**config.mk**
```make
export PLATFORM = sky130hd
export DESIGN_NAME = muldiv_ctrl
export DESIGN_NICKNAME = d
export VERILOG_FILES = /design/src/rtl/muldiv_pkg.sv /design/src/rtl/muldiv_iter_core.sv /design/src/rtl/muldiv_ctrl.sv
export SDC_FILE = /design/constraint.sdc
export NUM_CORES = 1
export LEC_CHECK = 0
export CORE_ASPECT_RATIO = 1.4
export CORE_MARGIN = 2
export CORE_UTILIZATION = 49
export CTS_BUF_LIST = sky130_fd_sc_hd__clkbuf_4 sky130_fd_sc_hd__clkbuf_8 sky130_fd_sc_hd__clkbuf_16
export CTS_CLUSTER_SIZE = 12
export DETAILED_ROUTE_END_ITERATION = 10
export PLACE_DENSITY = 0.66
export SYNTH_ARGS = -nofsm -noshare
export SYNTH_HDL_FRONTEND = slang
export SYNTH_SLANG_ARGS = --single-unit
```
**constraint.sdc**
```tcl
create_clock -name clk -period 3.85 [get_ports clk]
set_input_delay 0.5775 -clock clk [delete_from_list [all_inputs] [get_ports clk]]
set_output_delay 0.5775 -clock clk [all_outputs]
set_load 0.03 [all_outputs]
```
**src/rtl/muldiv_pkg.sv**
```systemverilog
// ============================================================================
// muldiv_pkg : shared op codes, FSM states and constants for the HI/LO unit
// Rev 1.0
// ============================================================================
`default_nettype none

package muldiv_pkg;

   localparam int MD_DATA_W = 32;
   localparam logic [MD_DATA_W-1:0] MIN_INT = {1'b1, {(MD_DATA_W-1){1'b0}}};

   typedef enum logic [2:0] {
      MD_DIVU  = 3'd0,
      MD_DIV   = 3'd1,
      MD_MULTU = 3'd2,
      MD_MUL   = 3'd3,
      MD_MTHI  = 3'd4,
      MD_MTLO  = 3'd5
   } md_op_e;

   typedef enum logic [1:0] {
      ST_IDLE = 2'd0,
      ST_RUN  = 2'd1,
      ST_FIX  = 2'd2
   } md_state_e;

   function automatic logic is_div_op(input logic [2:0] op);
      return (op == MD_DIVU) || (op == MD_DIV);
   endfunction

endpackage

`default_nettype wire

```
**src/rtl/muldiv_iter_core.sv**
```systemverilog
// ============================================================================
// muldiv_iter_core : one radix-2 step, restoring divide or shift-add multiply
// Rev 1.0
// ============================================================================
`default_nettype none

module muldiv_iter_core #(
   parameter int DATA_W = 32
) (
   input  logic [DATA_W-1:0] acc_i,
   input  logic [DATA_W-1:0] shf_i,
   input  logic [DATA_W-1:0] opnd_i,
   input  logic              div_mode_i,
   output logic [DATA_W-1:0] acc_o,
   output logic [DATA_W-1:0] shf_o
);

   logic [DATA_W:0]   rem_shift;
   logic              rem_ge;
   logic [DATA_W-1:0] rem_diff;
   logic [DATA_W:0]   sum;

   always_comb begin
      rem_shift = {acc_i, shf_i[DATA_W-1]};
      rem_ge    = rem_shift >= {1'b0, opnd_i};
      // true difference is below the divisor, so the low word is exact
      rem_diff  = rem_shift[DATA_W-1:0] - opnd_i;
      sum       = shf_i[0] ? ({1'b0, acc_i} + {1'b0, opnd_i}) : {1'b0, acc_i};

      if (div_mode_i) begin
         acc_o = rem_ge ? rem_diff : rem_shift[DATA_W-1:0];
         shf_o = {shf_i[DATA_W-2:0], rem_ge};
      end else begin
         acc_o = sum[DATA_W:1];
         shf_o = {sum[0], shf_i[DATA_W-1:1]};
      end
   end

endmodule

`default_nettype wire

```
**src/rtl/muldiv_ctrl.sv**
```systemverilog
// ============================================================================
// muldiv_ctrl : HI/LO sequencer for DIV/DIVU/MULTU/MUL/MTHI/MTLO
// Optional macro MULDIV_FAST_MUL_EN selects a single-cycle multiplier.
// Rev 1.0
// ============================================================================
`default_nettype none

module muldiv_ctrl
   import muldiv_pkg::*;
#(
   parameter int DATA_W = MD_DATA_W,
   parameter int CNT_W  = $clog2(DATA_W)
) (
   input  logic              clk,
   input  logic              rst_n,
   input  logic              start,
   input  logic [2:0]        op,
   input  logic [DATA_W-1:0] a,
   input  logic [DATA_W-1:0] b,
   input  logic              cancel,
   output logic              busy,
   output logic              done,
   output logic [DATA_W-1:0] hi,
   output logic [DATA_W-1:0] lo,
   output logic [DATA_W-1:0] mul_result
);

   md_state_e         state_q, state_d;
   md_op_e            op_q, op_d;
   logic [CNT_W-1:0]  cnt_q, cnt_d;
   logic [DATA_W-1:0] acc_q, acc_d;
   logic [DATA_W-1:0] shf_q, shf_d;
   logic [DATA_W-1:0] opnd_q, opnd_d;
   logic              a_neg_q, a_neg_d;
   logic              q_neg_q, q_neg_d;
   logic              b_zero_q, b_zero_d;
   logic [DATA_W-1:0] hi_q, hi_d;
   logic [DATA_W-1:0] lo_q, lo_d;
   logic [DATA_W-1:0] mres_q, mres_d;
   logic              done_q, done_d;

   logic [DATA_W-1:0] step_acc, step_shf;
   logic [DATA_W-1:0] quo_fix, rem_fix;
   logic              div_signed, b_neg;

`ifdef MULDIV_FAST_MUL_EN
   logic [2*DATA_W-1:0] prod;
   assign prod = a * b;
`endif

   muldiv_iter_core #(
      .DATA_W     (DATA_W)
   ) u_core (
      .acc_i      (acc_q),
      .shf_i      (shf_q),
      .opnd_i     (opnd_q),
      .div_mode_i (is_div_op(op_q)),
      .acc_o      (step_acc),
      .shf_o      (step_shf)
   );

   always_ff @(posedge clk or negedge rst_n) begin
      if (!rst_n) begin
         state_q  <= ST_IDLE;
         op_q     <= MD_DIVU;
         cnt_q    <= '0;
         acc_q    <= '0;
         shf_q    <= '0;
         opnd_q   <= '0;
         a_neg_q  <= 1'b0;
         q_neg_q  <= 1'b0;
         b_zero_q <= 1'b0;
         hi_q     <= '0;
         lo_q     <= '0;
         mres_q   <= '0;
         done_q   <= 1'b0;
      end else begin
         state_q  <= state_d;
         op_q     <= op_d;
         cnt_q    <= cnt_d;
         acc_q    <= acc_d;
         shf_q    <= shf_d;
         opnd_q   <= opnd_d;
         a_neg_q  <= a_neg_d;
         q_neg_q  <= q_neg_d;
         b_zero_q <= b_zero_d;
         hi_q     <= hi_d;
         lo_q     <= lo_d;
         mres_q   <= mres_d;
         done_q   <= done_d;
      end
   end

   always_comb begin
      state_d    = state_q;
      op_d       = op_q;
      cnt_d      = cnt_q;
      acc_d      = acc_q;
      shf_d      = shf_q;
      opnd_d     = opnd_q;
      a_neg_d    = a_neg_q;
      q_neg_d    = q_neg_q;
      b_zero_d   = b_zero_q;
      hi_d       = hi_q;
      lo_d       = lo_q;
      mres_d     = mres_q;
      done_d     = 1'b0;
      div_signed = (op == MD_DIV);
      b_neg      = div_signed & b[DATA_W-1];
      quo_fix    = q_neg_q ? -shf_q : shf_q;
      rem_fix    = a_neg_q ? -acc_q : acc_q;

      case (state_q)
         ST_IDLE: begin
            if (start && !cancel) begin
               case (op)
                  MD_DIVU, MD_DIV: begin
                     // the core divides magnitudes; signs are restored in FIX
                     op_d     = md_op_e'(op);
                     a_neg_d  = div_signed & a[DATA_W-1];
                     q_neg_d  = (div_signed & a[DATA_W-1]) ^ b_neg;
                     b_zero_d = (b == '0);
                     acc_d    = '0;
                     shf_d    = (div_signed & a[DATA_W-1]) ? -a : a;
                     opnd_d   = b_neg ? -b : b;
                     cnt_d    = '0;
                     state_d  = ST_RUN;
                  end
                  MD_MULTU, MD_MUL: begin
                     // MUL's low word equals the unsigned product's low word
                     op_d     = md_op_e'(op);
                     a_neg_d  = 1'b0;
                     q_neg_d  = 1'b0;
                     b_zero_d = 1'b0;
`ifdef MULDIV_FAST_MUL_EN
                     acc_d    = prod[2*DATA_W-1:DATA_W];
                     shf_d    = prod[DATA_W-1:0];
                     opnd_d   = a;
                     state_d  = ST_FIX;
`else
                     acc_d    = '0;
                     shf_d    = b;
                     opnd_d   = a;
                     cnt_d    = '0;
                     state_d  = ST_RUN;
`endif
                  end
                  MD_MTHI: begin
                     hi_d   = a;
                     done_d = 1'b1;
                  end
                  MD_MTLO: begin
                     lo_d   = a;
                     done_d = 1'b1;
                  end
                  default: ;
               endcase
            end
         end

         ST_RUN: begin
            if (cancel) begin
               state_d = ST_IDLE;
            end else begin
               acc_d = step_acc;
               shf_d = step_shf;
               cnt_d = cnt_q + CNT_W'(1);
               if (cnt_q == CNT_W'(DATA_W-1)) begin
                  state_d = ST_FIX;
               end
            end
         end

         ST_FIX: begin
            state_d = ST_IDLE;
            if (!cancel) begin
               done_d = 1'b1;
               case (op_q)
                  MD_DIVU, MD_DIV: begin
                     hi_d = rem_fix;
                     lo_d = b_zero_q ? '1 : quo_fix;
                  end
                  MD_MULTU: begin
                     hi_d = acc_q;
                     lo_d = shf_q;
                  end
                  MD_MUL: begin
                     mres_d = shf_q;
                  end
                  default: done_d = 1'b0;
               endcase
            end
         end

         default: state_d = ST_IDLE;
      endcase
   end

   assign busy       = (state_q != ST_IDLE);
   assign done       = done_q;
   assign hi         = hi_q;
   assign lo         = lo_q;
   assign mul_result = mres_q;

endmodule

`default_nettype wire
```
==> qor_table.md <==
| Item | Reported |
|---|---|
| Outcome | finished clean |
| Cts bufs inserted | 23 |
| Clock input transition at the sequential cells of the worst setup and hold paths | 60 ps |
| Distinct cells, synth | 88 |
| Remaining max-slew budget at the tightest pin | 36.4% |
| Xor-xnor portion of the synthesized cell area | 8.65% |
| Port-buffer cells | 168 |
| Post-synthesis sequential element count | 206 |
| CTS Buffer Depth | 3 |
| Max IR drop VDD | 570 uV |
| 1st-iter DRT viols | 1,523 |
| Synth Warn # | 0 |
| Net switching share of the total power | 47.0% |
| Largest driver fanout on the critical path | 28 |
| NumNets Final | 2,365 |
| Final clock skew | 24.6 ps |
| Clk network pwr share | 16.3% |
| Part of the power in combinational logic | 58.7% |
| Area grow syn2layout | 18.6% |
| Boundary Pins | 169 |
| Initial core utilization | 49.7% |
| Horizontal extent of the die | 159 um |
| Final worst-path cycle share | 95.4% |
| Placeable core area | 33,200 um2 |
| Minimum setup slack in the final design | 177 ps |
| Logic depth of the worst register-to-register path | 12 |
| Kind of end point of the critical path | flop |
| Ratio of cells with drive above 1 in the final layout | 9.05% |
| Setup crit start kind | flop |
| GPL Wtd Cong | 0.957 |
| Dominant combinational cell family by area after synthesis | compound AO/OA/AOI/OAI gates |
| Sequential share of power | 24.9% |
| Post-place instance area | 18,800 um2 |
| Die outline height | 221 um |
| Adder-cell share of the synthesized area | 5.55% |
| Worst-Skew Late Latency | 530 ps |
| Internal Power | 7.03 mW |
| Complex-gate fraction of the synthesized area | 28.1% |
| Sequential fraction of the synthesis area | 31.2% |
| Number of max-cap violations | 0 |
| Switching power total | 6.23 mW |
| Via count of the first global-routing pass | 16.1k |
| Final-report setup violation count | 0 |
| Most used DFF post-synth | sky130_fd_sc_hd__dfrtp_1 |
| Post-synthesis cell area | 16,500 um2 |
| Detail Route Antenna Nets | 0 |
| Count of mapped cells out of synthesis | 2,109 |
| Total Routing Usage GR | 32.0% |
| Synthesized area divided by synthesized cell count | 7.83 um2 |
| Max-slew violation count | 0 |
| Share of flip-flops with an asynchronous set or reset after synthesis | 100% |
| PD cells | 677 nW/um2 |
| F_max | 272 MHz |
| Type of the worst setup path | reg2reg |
| Number of rows created at floorplan | 79 |
| HPWL after DPL | 43,700 um |
| Hold Crit Class | in2async |
| WL final | 57,500 um |
| Multiplexer share of the synthesized area | 3.21% |
| Num Clock Sinks | 206 |
| Setup repair after global routing missed its margin | no |
| DR vias | 16.5k |
| Critical path arrival | 4070 ps |
| Pre-CTS setup slack | 81.2 ps |
| Shortest clock period the worst path allows after layout | 3670 ps |
| Final Instance Area | 19,600 um2 |
| Root buffer cell | sky130_fd_sc_hd__clkbuf_16 |
| Wire length of the first global-routing pass | 90,200 um |
| Mean routed wirelength per cell | 21.5 um |
| Vias per std cell | 6.16 |
| Number of optimization iterations in the first detailed-route pass | 5 |
| Leak pwr | 8.35 nW |
| Worst setup slack for register-to-register paths | 180 ps |
| Number of nets in the synthesized netlist | 2,252 |
| Largest net degree at the start of global routing | 95 |
| Aggregate global routing overflow | 0 |
| Area enclosed by the die boundary | 35,200 um2 |
| H-tree levels | 1 |
| Worst path required time | 4240 ps |
| Actual transition at the worst max-transition pin | 954 ps |
| Antenna violations before repair | 1 |
| Hold Vio Cnt, Final | 0 |
| TritonCTS clock tree | built |
| EDFF count, synth | 0 |
| Post-route DRC violation count | 0 |
| Total negative setup slack | 0 ps |
| Endpoint of the lowest-slack register-to-register path | acc_q[28]$_DFFE_PN0P_ |
| R2R Path Start | acc_q[28]$_DFFE_PN0P_ |
| Simple-gate share of the synthesized area | 18.0% |
[area by class of cell]
type	count	area, um2
inverters	66	248
diodes	1	2.50
fillers	3082	13600
well taps	445	557
repair buffers	249	2340
flip-flops and latches	206	5150
multi-input cells	1676	10600
clock inverters	5	58.8
clock buffers	30	653
[worst max-delay path: stages (launching register included)]
cell                       delay, ps
sky130_fd_sc_hd__dfrtp_1         480
sky130_fd_sc_hd__ha_1            480
sky130_fd_sc_hd__nand4b_1        140
sky130_fd_sc_hd__buf_4           190
sky130_fd_sc_hd__nor4_2          350
sky130_fd_sc_hd__nand4_1         260
sky130_fd_sc_hd__nand3_1         160
sky130_fd_sc_hd__a21oi_1          90
sky130_fd_sc_hd__and2_2          450
sky130_fd_sc_hd__buf_12          260
sky130_fd_sc_hd__or4_1           460
sky130_fd_sc_hd__a31oi_1         160
sky130_fd_sc_hd__nor2_1           50
[what timing repair did]
| action | 4_1_cts | 5_1_grt |
|---|---|---|
| hold buffers | 0 | 0 |
| setup endpoints to repair | 0 | 1 |
| gates resized for setup | 0 | 1 |
| setup buffers | 0 | 1 |
[kinds of logic after synthesis]
| family | count (synthesis) |
|---|---|
| mux | 49 |
| simple gates | 639 |
| xor+xnor | 163 |
| fa+ha+maj | 72 |
| flops | 206 |
| compound gates | 753 |
| buf+inv | 227 |
[per-layer routing]
metal	track usage [%]	up-vias	routed length, um
met5	0	-	0
met4	19.0	0	3620
met3	2.87	166	3470
met2	54.2	686	27800
met1	39.7	7858	22600
li1	-	7788	-
[per-stage QoR]
stage	hold slack, ps	instances	util, %	total power, mW
4_1_cts	162	2676	58.9	13.2
3_3_place_gp	462	2641	56.7	10.8
2_1_floorplan	282	2109	-	8.61
5_1_grt	195	2678	58.9	14.2
3_5_place_dp	465	2641	56.7	11.0
6_report	117	2678	58.9	13.3
[how the worst max path moves through the flow]
stage | startpoint | end | slack [ps] | cells past startpoint
finish | acc_q[28]$_DFFE_PN0P_ | acc_q[28]$_DFFE_PN0P_ | 180 | 12
global placement | acc_q[28]$_DFFE_PN0P_ | acc_q[28]$_DFFE_PN0P_ | 140 | 11
floorplan | acc_q[0]$_DFFE_PN0P_ | acc_q[23]$_DFFE_PN0P_ | 1070 | 12
global route | acc_q[4]$_DFFE_PN0P_ | acc_q[6]$_DFFE_PN0P_ | 100 | 11
detailed placement | acc_q[28]$_DFFE_PN0P_ | acc_q[28]$_DFFE_PN0P_ | 80 | 11
CTS | acc_q[28]$_DFFE_PN0P_ | acc_q[28]$_DFFE_PN0P_ | 50 | 11
[power by group through the flow]
stage,registers (mW),clock network [mW],logic [mW]
floorplan,3.54,0,5.07
global placement,3.30,0,7.52
detailed placement,3.32,0,7.65
CTS,3.29,2.19,7.68
global route,3.37,2.27,8.53
finish,3.31,2.16,7.79
[sequential cells by signal, indices dropped and copies added (netlist names)]
| name | flops |
|---|---|
| lo | 32 |
| b_zero_q | 1 |
| mul_result | 32 |
| op_q | 3 |
| a_neg_q | 1 |
| state_q | 2 |
| q_neg_q | 1 |
| shf_q | 32 |
| opnd_q | 32 |
| done | 1 |
| hi | 32 |
| acc_q | 32 |
| cnt_q | 5 |
[synth_stat cells (12+ instances only)]
library cell               number  area (um2)
sky130_fd_sc_hd__a211oi_1      24         180
sky130_fd_sc_hd__ha_1          70         876
sky130_fd_sc_hd__dfrtp_1      206        5150
sky130_fd_sc_hd__a21oi_1      185         926
sky130_fd_sc_hd__nor3_1        31         155
sky130_fd_sc_hd__mux2_2        32         360
sky130_fd_sc_hd__nand2b_1      14        87.6
sky130_fd_sc_hd__o211ai_1      19         143
sky130_fd_sc_hd__o31ai_1       21         158
sky130_fd_sc_hd__a21o_1        32         240
sky130_fd_sc_hd__o21ai_0      278        1390
sky130_fd_sc_hd__o221ai_1      20         175
sky130_fd_sc_hd__o21a_1        12        90.1
sky130_fd_sc_hd__buf_1         13        48.8
sky130_fd_sc_hd__nand2_1      305        1140
sky130_fd_sc_hd__inv_1         65         244
sky130_fd_sc_hd__clkbuf_1     133         499
sky130_fd_sc_hd__a31oi_1       19         119
sky130_fd_sc_hd__nand4_1       16         100
sky130_fd_sc_hd__nor2_1       139         522
sky130_fd_sc_hd__nand3_1       26         130
sky130_fd_sc_hd__or4_1         12        90.1
sky130_fd_sc_hd__xnor2_1       75         657
sky130_fd_sc_hd__xor2_1        88         771
sky130_fd_sc_hd__o22ai_1       41         257
sky130_fd_sc_hd__mux2i_1       17         170
sky130_fd_sc_hd__and3_1        15        93.8
[cell usage in the layout, fill, tap and decap left out, drive strengths merged, types with 7 or more instances in the layout]
master	count
nand2	306
o21ai	286
dfrtp	206
a21oi	186
clkdlybuf4s50	167
nor2	139
xor2	88
buf	81
xnor2	75
ha	70
inv	65
o22ai	41
nor3	34
mux2	32
a21o	32
clkbuf	31
nand3	27
o31ai	26
a211oi	25
o221ai	20
a31oi	20
o211ai	19
mux2i	17
nand4	16
and3	15
or4	15
o41ai	15
nand2b	14
o21a	13
nor4	13
a32o	11
o21bai	11
nor2b	11
and2	11
or3	10
a21boi	7
No activity file was read; power rests on OpenSTA's default activity.
